**config.mk**
```make
export PLATFORM = sky130hd
export DESIGN_NAME = seq_divider_flat
export DESIGN_NICKNAME = d
export VERILOG_FILES = /design/src/rtl/seq_divider_pkg.sv /design/src/rtl/seq_divider_if.sv /design/src/rtl/seq_divider_step.sv /design/src/rtl/seq_divider.sv /design/src/flat_wrapper.sv
export SDC_FILE = /design/constraint.sdc
export NUM_CORES = 1
export LEC_CHECK = 0
export CAP_MARGIN = 20
export CORE_UTILIZATION = 53
export DETAILED_ROUTE_END_ITERATION = 6
export PLACE_DENSITY = 0.84
export SYNTH_ARGS = -nofsm -noshare
export SYNTH_HDL_FRONTEND = slang
export SYNTH_SLANG_ARGS = --single-unit
```
**constraint.sdc**
```tcl
create_clock -name clk -period 9.6 [get_ports clk]
set_clock_uncertainty 0.1 [all_clocks]
set_input_delay 1.92 -clock clk [delete_from_list [all_inputs] [get_ports clk]]
set_output_delay 1.92 -clock clk [all_outputs]
set_load 0.1 [all_outputs]
```
**src/rtl/seq_divider_pkg.sv**
```systemverilog
// Shared constants and FSM encoding for the sequential restoring divider.
package seq_divider_pkg;

    // Default operand width; the 4-bit iteration counter limits this to 16.
    localparam int DEFAULT_N = 8;
    localparam int CNT_W     = 4;

    typedef enum logic [1:0] {
        IDLE = 2'b00,
        CALC = 2'b01,
        DONE = 2'b10
    } state_t;

endpackage

```
**src/rtl/seq_divider_if.sv**
```systemverilog
// Start/done request bus between a divider client (master) and the divider (slave).
interface seq_divider_if
    import seq_divider_pkg::*;
#(
    parameter int N = DEFAULT_N
) ();

    logic         start;
    logic [N-1:0] dividend;
    logic [N-1:0] divisor;
    logic         busy;
    logic         done;
    logic [N-1:0] quotient;
    logic [N-1:0] remainder;
    logic         div_by_zero;

    modport master (
        output start, dividend, divisor,
        input  busy, done, quotient, remainder, div_by_zero
    );

    modport slave (
        input  start, dividend, divisor,
        output busy, done, quotient, remainder, div_by_zero
    );

endinterface

```
**src/rtl/seq_divider_step.sv**
```systemverilog
// One restoring-division step: N+1-bit ripple trial subtract plus restore mux.
module seq_divider_step
    import seq_divider_pkg::*;
#(
    parameter int N = DEFAULT_N
) (
    input  logic [N:0]   s_i,   // shifted partial remainder {R, next dividend bit}
    input  logic [N-1:0] d_i,   // divisor
    output logic [N-1:0] r_o,   // next partial remainder (MSB is always zero, not kept)
    output logic         q_o    // quotient bit: 1 when the subtract did not borrow
);

    logic [N:0]   d_ext;
    logic [N+1:0] bw;
    logic [N-1:0] t;

    // Ripple borrow chain across all N+1 bits, then the low N difference bits.
    always_comb begin
        d_ext = {1'b0, d_i};
        bw    = '0;
        t     = '0;
        for (int i = 0; i <= N; i++) begin
            bw[i+1] = (~s_i[i] & d_ext[i]) | (~(s_i[i] ^ d_ext[i]) & bw[i]);
        end
        for (int i = 0; i < N; i++) begin
            t[i] = s_i[i] ^ d_ext[i] ^ bw[i];
        end
    end

    // No borrow keeps the difference; a borrow restores the shifted remainder.
    assign q_o = ~bw[N+1];
    assign r_o = bw[N+1] ? s_i[N-1:0] : t;

endmodule

```
**src/rtl/seq_divider.sv**
```systemverilog
// Sequential restoring divider: one quotient bit per clock, done pulse after N steps.
module seq_divider
    import seq_divider_pkg::*;
#(
    parameter int N = DEFAULT_N
) (
    input  logic          clk,
    input  logic          rst,
    seq_divider_if.slave  bus
);

    state_t             state_q, state_d;
    logic [CNT_W-1:0]   cnt_q, cnt_d;
    logic [N-1:0]       r_q, r_d;
    logic [N-1:0]       q_q, q_d;
    logic [N-1:0]       d_q, d_d;
    logic               dbz_q, dbz_d;

    logic [N-1:0]       step_r;
    logic               step_q;

    seq_divider_step #(.N(N)) u_step (
        .s_i ({r_q, q_q[N-1]}),
        .d_i (d_q),
        .r_o (step_r),
        .q_o (step_q)
    );

    // Next-state decode: load on accept, shift/step while calculating, then report.
    always_comb begin
        state_d = state_q;
        cnt_d   = cnt_q;
        r_d     = r_q;
        q_d     = q_q;
        d_d     = d_q;
        dbz_d   = dbz_q;
        case (state_q)
            IDLE: begin
                if (bus.start) begin
                    state_d = CALC;
                    cnt_d   = '0;
                    r_d     = '0;
                    q_d     = bus.dividend;
                    d_d     = bus.divisor;
                    dbz_d   = (bus.divisor == '0);
                end
            end
            CALC: begin
                r_d   = step_r;
                q_d   = {q_q[N-2:0], step_q};
                cnt_d = cnt_q + CNT_W'(1);
                if (cnt_q == CNT_W'(N-1)) begin
                    state_d = DONE;
                end
            end
            DONE: begin
                state_d = IDLE;
            end
            default: begin
                state_d = IDLE;
            end
        endcase
    end

    // State, counter and datapath registers, all cleared asynchronously.
    always_ff @(posedge clk or posedge rst) begin
        if (rst) begin
            state_q <= IDLE;
            cnt_q   <= '0;
            r_q     <= '0;
            q_q     <= '0;
            d_q     <= '0;
            dbz_q   <= 1'b0;
        end else begin
            state_q <= state_d;
            cnt_q   <= cnt_d;
            r_q     <= r_d;
            q_q     <= q_d;
            d_q     <= d_d;
            dbz_q   <= dbz_d;
        end
    end

    assign bus.busy        = (state_q == CALC);
    assign bus.done        = (state_q == DONE);
    assign bus.quotient    = q_q;
    assign bus.remainder   = r_q;
    assign bus.div_by_zero = dbz_q;

endmodule

```
**src/flat_wrapper.sv**
```systemverilog
// flat-port wrapper written by rule: the top's interface ports become plain ports
module seq_divider_flat import seq_divider_pkg::*;
#(
    parameter int N = DEFAULT_N
)
  (clk, rst, bus_start, bus_dividend, bus_divisor, bus_busy, bus_done, bus_quotient, bus_remainder, bus_div_by_zero);
  seq_divider_if #(.N(N)) bus_i ();
  input  logic clk;
  input  logic rst;
  input wire logic [$bits(bus_i.start)-1:0] bus_start;
  input wire logic [$bits(bus_i.dividend)-1:0] bus_dividend;
  input wire logic [$bits(bus_i.divisor)-1:0] bus_divisor;
  output wire logic [$bits(bus_i.busy)-1:0] bus_busy;
  output wire logic [$bits(bus_i.done)-1:0] bus_done;
  output wire logic [$bits(bus_i.quotient)-1:0] bus_quotient;
  output wire logic [$bits(bus_i.remainder)-1:0] bus_remainder;
  output wire logic [$bits(bus_i.div_by_zero)-1:0] bus_div_by_zero;
  assign bus_i.start = bus_start;
  assign bus_i.dividend = bus_dividend;
  assign bus_i.divisor = bus_divisor;
  assign bus_busy = bus_i.busy;
  assign bus_done = bus_i.done;
  assign bus_quotient = bus_i.quotient;
  assign bus_remainder = bus_i.remainder;
  assign bus_div_by_zero = bus_i.div_by_zero;
  seq_divider #(.N(N)) u_core (.clk(clk), .rst(rst), .bus(bus_i));
endmodule
```
==> Word level (Yosys, flattened, before mapping) <==
Index checks and enable logic that the tools add are counted.
{ "word_totals": {"reg_bits": 31, "input_bits": 19, "out_inout_bits": 19, "word_cells": 83} }
{ "classes": {"addsub": 1, "eq_ne": 5, "muxes": 10, "n_bitwise": 55, "reduce_logical": 6} }
{ "ops": {"columns": ["op", "count"], "rows": [
  ["8-bit case mux with 2 select lines", 2],
  ["8-bit 2-to-1 mux", 3],
  ["1-bit NOT", 17],
  ["1-bit AND", 16],
  ["1-bit bitwise XOR", 15],
  ["8-bit logical NOT", 1],
  ["4-bit case mux with 2 select lines", 1],
  ["1-bit bitwise OR", 7],
  ["2-bit AND reduction", 3],
  ["4-bit by 1-bit adder with 4-bit output, second input constant", 1],
  ["4-bit by 3-bit == test with 1-bit output, second input constant", 1],
  ["2-bit 2-to-1 mux", 2],
  ["4-bit 2-to-1 mux", 1],
  ["2-bit case mux with 2 select lines", 1],
  ["2-bit by 1-bit == test with 1-bit output, second input constant", 1],
  ["2-bit == test, second input constant", 1],
  ["2-bit logical NOT", 1],
  ["2-bit by 1-bit != test with 1-bit output, second input constant", 1],
  ["2-bit != test, second input constant", 1],
  ["2-bit nonzero test", 1]
]} }

==> Logic depth before layout (Yosys ltp) <==
Gate-level depths: netlist of the first run.
{ "depth": {"word_depth": 19, "ltp_mapped": 13, "ltp_nobuf": 12} }

==> Hierarchy <==
From an unflattened synthesis of the first run, not the netlist that was laid out.
{ "hier_totals": {"hier_cells": 132, "area_unflattened_um2": 1625.3} }
{ "by_module_without_submodules": {"columns": ["mod", "n_inst", "cells_each", "area_per_inst_um2", "seq_area_each_um2"], "rows": [
  ["seq_divider", 1, 105, 1333.8, 775.7],
  ["seq_divider_step", 1, 27, 291.5, 0.0]
]} }

==> Worst setup path before layout of the first run <==
No wires, ideal clock.
{ "synth_path": {"path_type": "register to register", "startpoint": "register u_core.q_q[7] (netlist: u_core.bus.quotient[7])", "endpoint": "register u_core.r_q[7] (netlist: u_core.bus.remainder[7])", "setup_time_ns": 0.069, "arrival_ns": 4.531, "required_time_ns": 9.431, "setup_slack_ns": 4.900, "path_stages_with_launch": 14, "n_path_buf": 1, "period_less_slack_ns": 4.700, "cell_sequence": "dfrtp_1 inv_1 ha_1 fa_1 fa_1 fa_1 fa_1 fa_1 fa_1 fa_1 nand2b_1 buf_2 mux2i_1 a22o_1"} }
{ "synth_via": {"elab_chain_len": 19, "elab_cells_between_ends": 20, "cone_classes": "mux (2); bitwise (18)"} }
{ "synth_lines": {"columns": ["item", "line_no", "source"], "rows": [
  ["start: declaration", "seq_divider.sv:15", "logic [N-1:0] q_q, q_d;"],
  ["start signal: assignment", "seq_divider.sv:78", "q_q <= q_d;"],
  ["1-bit NOT (*)", "seq_divider_step.sv:23", "bw[i+1] = (~s_i[i] & d_ext[i]) | (~(s_i[i] ^ d_ext[i]) & bw[i]);"],
  ["1-bit AND (*) (2 in series)", "seq_divider_step.sv:23", null],
  ["1-bit bitwise OR (*)", "seq_divider_step.sv:23", null],
  ["1-bit AND (*)", "seq_divider_step.sv:23", null],
  ["1-bit bitwise OR (*)", "seq_divider_step.sv:23", null],
  ["1-bit AND (*)", "seq_divider_step.sv:23", null],
  ["1-bit bitwise OR (*)", "seq_divider_step.sv:23", null],
  ["1-bit AND (*)", "seq_divider_step.sv:23", null],
  ["(+2 left out)", null, null],
  ["1-bit bitwise OR (*)", "seq_divider_step.sv:23", null],
  ["1-bit AND (*)", "seq_divider_step.sv:23", null],
  ["1-bit bitwise OR (*)", "seq_divider_step.sv:23", null],
  ["1-bit AND", "seq_divider_step.sv:23", null],
  ["1-bit bitwise OR", "seq_divider_step.sv:23", null],
  ["1-bit AND", "seq_divider_step.sv:23", null],
  ["8-bit 2-to-1 mux (*)", "seq_divider_step.sv:32", "assign r_o = bw[N+1] ? s_i[N-1:0] : t;"],
  ["8-bit case mux with 2 select lines (*)", "seq_divider.sv:37", "case (state_q)"],
  ["end signal: assignment", "seq_divider.sv:77", "r_q <= r_d;"],
  ["end: declaration", "seq_divider.sv:14", "logic [N-1:0] r_q, r_d;"]
]} }
Mark *: on every way between the ends. The rest lies on a longest branch, timed or not.
A chain may end at the register's enable or synchronous reset.

==> Worst setup path after layout of the first run <==
{ "layout_path": {"startpoint": "register u_core.state_q[1]", "endpoint": "output port bus_busy"} }
{ "layout_via": {"elab_chain_len": 1} }
{ "layout_lines": {"columns": ["item", "line_no", "source"], "rows": [
  ["start: declaration", "seq_divider.sv:12", "state_t state_q, state_d;"],
  ["start signal: assignment", "seq_divider.sv:75", "state_q <= state_d;"],
  ["2-bit by 1-bit == test with 1-bit output", "seq_divider.sv:84", "assign bus.busy = (state_q == CALC);"],
  ["end: declaration", "flat_wrapper.sv:13", "output wire logic [$bits(bus_i.busy)-1:0] bus_busy;"]
]} }
No other way between the ends.

==> out/metrics.yaml, run 1 <==
fp-row-count: 19
multi_input_area_um2: 728
synth_compound_gate_area_share_pct: 9.56
cts_setup_buffers: 0
relSlewSlack_pct: 34.7
max_freq_ghz: 0.227
core-area_um2: 2810
finalSetupTns_ns: 0
grt_pass1_vias: 1248
violations: "DRC"
cap_violations: 0
hold_viol: 0
dpl_cell_area_um2: 1960
numCtsBuffers: 5
end_kind: "primary output"
avgViaCountPerCell: 5.51
crit_slowest_cell: "clkdlybuf4s50_1"
worstHoldPathType: "flip-flop to flip-flop"
critPathLaunch: "u_core.state_q[1]$_DFFE_PP0P_"
dr.pass1.iters: 6
tightest_slew_ns: 0.977
ys_ff_latch: 31
rsz0062_at_grt: "false"
finalMaxSlewViolations: 0
start_util_pct: 57.4
drc: 8
status: "finished with violations"
n_fill_cell: 218
insertion_delay_ns: 0.32
cp.depth: 3
syn2layout_area_growth_pct: 25.0
path_max_fanout: 27
nets: 220
hold_start: "u_core.bus.div_by_zero$_DFFE_PP0P_"
cp-endpoint: "bus_busy"
final_cells: 224
grt.overflow.total: 0
crit_path_start_kind: "flip-flop"
period_needed_ns: 4.40
worstPathRequired_ns: 7.58
syn_nets: 182
die_height_um: 57.1
cts_tree: "yes"
ios: 38
synth_cells: 154
place.gp.congestion: 0.794
crit_buf_inv: 2
postCtsHoldBufs: 0
grt_max_degree: 32
cp_data_arrival_time_ns: 2.38
vias: 1234
critPathKind: "flip-flop to primary output"
cts_resized: 0
cp_top_family: "buffers and inverters"
port_buffers: 37
synth-xor-area-share_pct: 0
gr-usage-all-layers_pct: 22.2
setup_violations: 0
ys_seq_area_share_pct: 48.2
ys_warn_count: 0
clock_path_buffers: 2
reg2regPathDepth: 12
worstReg2RegEnd: "u_core.bus.remainder[4]$_DFFE_PP0P_"
grt_pass1_wl_mm: 5.39
die-width_um: 57.1
synth_top_family_by_area: "simple AND/OR/NAND/NOR gates"
dp.final_hpwl_mm: 2.31
dp_cells: 216
die-area_um2: 3260
avgSynthCellArea_um2: 10.4
min_period_over_period_pct: 45.8
fin_area_um2: 2010
antenna_found_initial: 0
path_cells: "nand2b_4 > inv_4 > clkdlybuf4s50_1"
slowest_delay_ns: 1.19
timing.rr.start: "u_core.bus.quotient[7]$_DFFE_PP0P_"
ant_nets: 0
rrSetupSlack_ns: 5.24
h-tree-depth: 2
antennaDiodeCount: 0
root_buffer: "clkbuf_4"
routed_wl_mm: 3.24
seq_area_um2: 776
cts_sinks: 31
synthSimpleGateAreaFrac_pct: 19.8
yosysUniqueCellTypes: 28
synth.area.mux_share_pct: 5.60
drive_above_1_share_pct: 6.22
synth_area_um2: 1610
clkSlewWorstSetupHoldPaths_ns: 0.09
yosys.area_share.adder_pct: 10.3
drt_iter0_drc: 52
wire_per_inst_um: 14.5
tightest hold or removal path: cells and delay by family, from the launching register on:
family        cells  cell delay, ns
flops             1            0.35
simple gates      2            0.11
registers in the layout, indices dropped and copies added (netlist names):
name / cells
u_core.bus.div_by_zero: 1
u_core.bus.remainder: 8
u_core.state_q: 2
u_core.cnt_q: 4
u_core.bus.quotient: 8
u_core.d_q: 8
kinds of logic (layout without fill, tap and decap cells):
group | count (synthesis) | after routing
compound gates | 21 | 21
fa+ha+maj | 9 | 9
buf+inv | 17 | 56
flops | 31 | 31
mux | 9 | 9
simple gates | 67 | 67
metal layers:
layer	vias up	wire, um	global-route usage [%]
li1	590	-	-
met1	603	1290	26.1
met2	37	1710	38.8
met3	4	217	5.44
met4	0	25	9.76
met5	-	0	0
cells in the mapped netlist:
library cell	instances	share of area [%]
nand2_1	48	11
dfrtp_1	31	48
inv_1	9	2.1
mux2i_1	9	5.6
a21o_1	8	3.7
a22oi_1	8	3.7
fa_1	7	8.7
nor3_1	7	2.2
buf_2	2	0.62
buf_4	2	0.93
ha_1	2	1.6
nand3_1	2	0.62
nor4_1	2	0.78
o21ai_0	2	0.62
o21bai_1	2	0.93
a22o_1	1	0.54
and2b_1	1	0.47
buf_6	1	0.70
buf_8	1	0.93
clkbuf_8	1	0.86
inv_4	1	0.39
nand2b_1	1	0.39
nand2b_4	1	0.86
nand4_1	1	0.39
nor3_2	1	0.62
nor3b_1	1	0.47
nor3b_4	1	1.2
or3b_4	1	0.70
how the worst min path moves through the flow:
stage | to | slack, ns | depth (start not counted)
after detailed placement | u_core.bus.quotient[4]$_DFFE_PP0P_ | 0.39 | 2
after floorplan | u_core.state_q[1]$_DFFE_PP0P_ | 0.35 | 1
final | u_core.bus.div_by_zero$_DFFE_PP0P_ | 0.40 | 2
after global placement | u_core.bus.div_by_zero$_DFFE_PP0P_ | 0.36 | 2
after CTS | u_core.state_q[1]$_DFFE_PP0P_ | 0.40 | 1
after global routing | u_core.state_q[1]$_DFFE_PP0P_ | 0.42 | 1
cells in the final DEF, fill, tap and decap left out, types with 2 or more instances in the layout:
cell type	Yosys	final
o21ai_0	2	2
a21o_1	8	8
mux2i_1	9	9
nand2_1	48	48
inv_1	9	9
clkbuf_4	0	5
nor4_1	2	2
nand3_1	2	2
dfrtp_1	31	31
fa_1	7	7
clkbuf_1	0	2
o21bai_1	2	2
clkdlybuf4s50_1	0	37
nor3_1	7	7
a22oi_1	8	8
ha_1	2	2
metrics by stage:
stage / worst slack [ns] / hold slack (ns) / util (%)
after floorplan: 4.90 / 0.347 / -
after global placement: 5.38 / 0.358 / 69.9
after detailed placement: 5.28 / 0.388 / 69.9
after CTS: 5.18 / 0.398 / 71.7
after global routing: 5.05 / 0.420 / 71.7
final: 5.20 / 0.401 / 71.7
area by class of cell:
class                           count  area share [%]
Clock buffer                        7            2.24
Clock inverter                      1           0.249
Inverter                           10            1.99
Multi-Input combinational cell    106            36.2
Sequential cell                    31            38.6
Tap cell                           31            1.93
Timing Repair Buffer               38            18.8
Power of run 1 is not shown: default switching activity piles up to over one toggle a cycle in this logic, so the estimate is an artifact.
==> run 2, diff against run 1 <==
--- a/config.mk
+++ b/config.mk
@@ -6,9 +6,9 @@
 export NUM_CORES = 1
 export LEC_CHECK = 0
 export CAP_MARGIN = 20
-export CORE_UTILIZATION = 53
+export CORE_UTILIZATION = 49
 export DETAILED_ROUTE_END_ITERATION = 6
-export PLACE_DENSITY = 0.84
+export PLACE_DENSITY = 0.79
 export SYNTH_ARGS = -nofsm -noshare
 export SYNTH_HDL_FRONTEND = slang
 export SYNTH_SLANG_ARGS = --single-unit
==> constraint.sdc (replaced) <==
create_clock -name clk -period 4.1 [get_ports clk]
set_clock_uncertainty 0.1 [all_clocks]
set_input_delay 0.82 -clock clk [delete_from_list [all_inputs] [get_ports clk]]
set_output_delay 0.82 -clock clk [all_outputs]
set_load 0.1 [all_outputs]
==> out/metrics.yaml, run 2 (synthesized netlist as in run 1, its figures left out) <==
fp-row-count: 20  # +1
finalMaxSlewViolations: 0  # unchanged
clock_path_buffers: 2  # unchanged
drt_iter0_drc: 32  # -38%
core-area_um2: 3080  # +9.7%
grt.overflow.total: 0  # unchanged
clkSlewWorstSetupHoldPaths_ns: 0.10  # about the same
die_height_um: 59.3  # +3.9%
die-width_um: 59.3  # +3.9%
hold_viol: 0  # unchanged
worstHoldPathType: "flip-flop to flip-flop"
grt.busiest_layer: "met2"
dp.final_hpwl_mm: 2.52  # +9.1%
drc: 0  # -8
crit_path_start_kind: "flip-flop"
final_common_cell: "nand2_1"
grt_pass1_wl_mm: 5.67  # +5.3%
status: "finished, final reports clean"
hold_slack_ns: 0.399  # -0.00207 ns
insertion_delay_ns: 0.33  # about the same
antenna_found_initial: 0  # unchanged
cts_tree: "yes"
met3_usage_pct: 6.55  # +1.1 points
met2_usage_pct: 36.9  # -1.9 points
syn2layout_area_growth_pct: 27.9
multi_input_area_um2: 741  # +1.7%
start_util_pct: 52.3  # -5.1 points
setup_slack_ns: 0.152  # -5.05 ns
rsz0062_at_grt: "false"
cp_data_arrival_time_ns: 4.10  # +1.72 ns
relSlewSlack_pct: 33.8  # -0.89 points
cts_sinks: 31  # unchanged
die-area_um2: 3520  # +7.9%
ant_nets: 0  # unchanged
place_ws_ns: 0.0903  # -5.19 ns
worstPathRequired_ns: 4.26  # -3.32 ns
dpl_cell_area_um2: 2000  # +2.2%
antennaDiodeCount: 0  # unchanged
grt_pass1_vias: 1235  # -1.0%
gr-usage-all-layers_pct: 22.3  # +0.10 points
dr.pass1.iters: 4  # -2
setup_violations: 0  # unchanged
path_max_fanout: 5  # -81%
grt_max_degree: 28  # -13%
period_needed_ns: 3.95
critPathKind: "flip-flop to flip-flop"
cap_violations: 0  # unchanged
final_cell_mix: "nand2_1, clkdlybuf4s50_1, dfrtp_1"
postCtsHoldBufs: 0  # unchanged
root_buffer: "clkbuf_4"
tightest_slew_ns: 0.990  # +0.0132 ns
min_period_over_period_pct: 96.3
avgViaCountPerCell: 5.25  # -4.7%
fin_area_um2: 2060  # +2.4%
vias: 1249  # +1.2%
nets: 222  # +0.91%
h-tree-depth: 2  # unchanged
end_kind: "flip-flop"
max_freq_ghz: 0.253
place.gp.congestion: 0.808  # +1.7%
finalSetupTns_ns: 0  # unchanged
drive_above_1_share_pct: 11.3  # +5.1 points
port_buffers: 37  # unchanged
seq_area_um2: 783  # +0.97%
numCtsBuffers: 5  # unchanged
routed_wl_mm: 3.39  # +4.5%
n_fill_cell: 266  # +22%
ios: 38  # unchanged
wire_per_inst_um: 14.2  # -1.6%
met1_usage_pct: 29.1  # +3.0 points
[run 2: cell types whose count changed in the layout (fill, tap and decap cells not counted), sizes merged]
cell           change
clkinv             -1
clkdlybuf4s50      -1
buf                +3
[run 2: final timing paths]
check	end	start	slack, ns	depth (start not counted)
worst max-delay path	u_core.bus.remainder[3]$_DFFE_PP0P_	u_core.bus.quotient[7]$_DFFE_PP0P_	0.15	13
worst min-delay path	u_core.state_q[1]$_DFFE_PP0P_	u_core.cnt_q[3]$_DFFE_PP0P_	0.40	1
worst max register to register	u_core.bus.remainder[3]$_DFFE_PP0P_	u_core.bus.quotient[7]$_DFFE_PP0P_	0.15	13
worst min register to register	u_core.state_q[1]$_DFFE_PP0P_	u_core.cnt_q[3]$_DFFE_PP0P_	0.40	1
max in group asynchronous	u_core.bus.remainder[4]$_DFFE_PP0P_	rst	2.40	3
min in group asynchronous	u_core.bus.remainder[2]$_DFFE_PP0P_	rst	0.81	2
[run 2: metrics by stage]
| stage | util, % | instances |
|---|---|---|
| floorplan | - | 154 |
| global placement | 65.1 | 231 |
| detailed placement | 65.1 | 231 |
| CTS | 66.6 | 238 |
| global route | 66.9 | 238 |
| finish | 66.9 | 238 |
[run 2: final cells by class]
class / count / area share [%]
clock buffer: 7 / 2.19
sequential: 31 / 38.1
inverter: 10 / 1.95
tap: 44 / 2.67
timing repair buffer: 40 / 19.1
multi-input combinational: 106 / 36.0
[run 2: critical path: stages (launching register included)]
cell      delay (ns)
dfrtp_4         0.43
inv_2           0.04
ha_1            0.20
fa_2            0.35
fa_2            0.34
fa_1            0.39
fa_2            0.36
fa_2            0.35
fa_2            0.34
fa_1            0.36
nand2b_1        0.12
buf_6           0.14
mux2i_1         0.21
a21o_1          0.14
[run 2: what timing repair did]
| item | in CTS | in global routing |
|---|---|---|
| gates resized for setup | 0 | 3 |
| buffers inserted | 0 | 0 |
| endpoints found under the setup margin | 0 | 8 |
[run 2: routing by layer]
metal	vias up	wire, um
met2	40	1710
met1	616	1480
met5	-	0
met4	0	21
met3	2	178
li1	591	-
Power of run 2 is left out for the same reason.
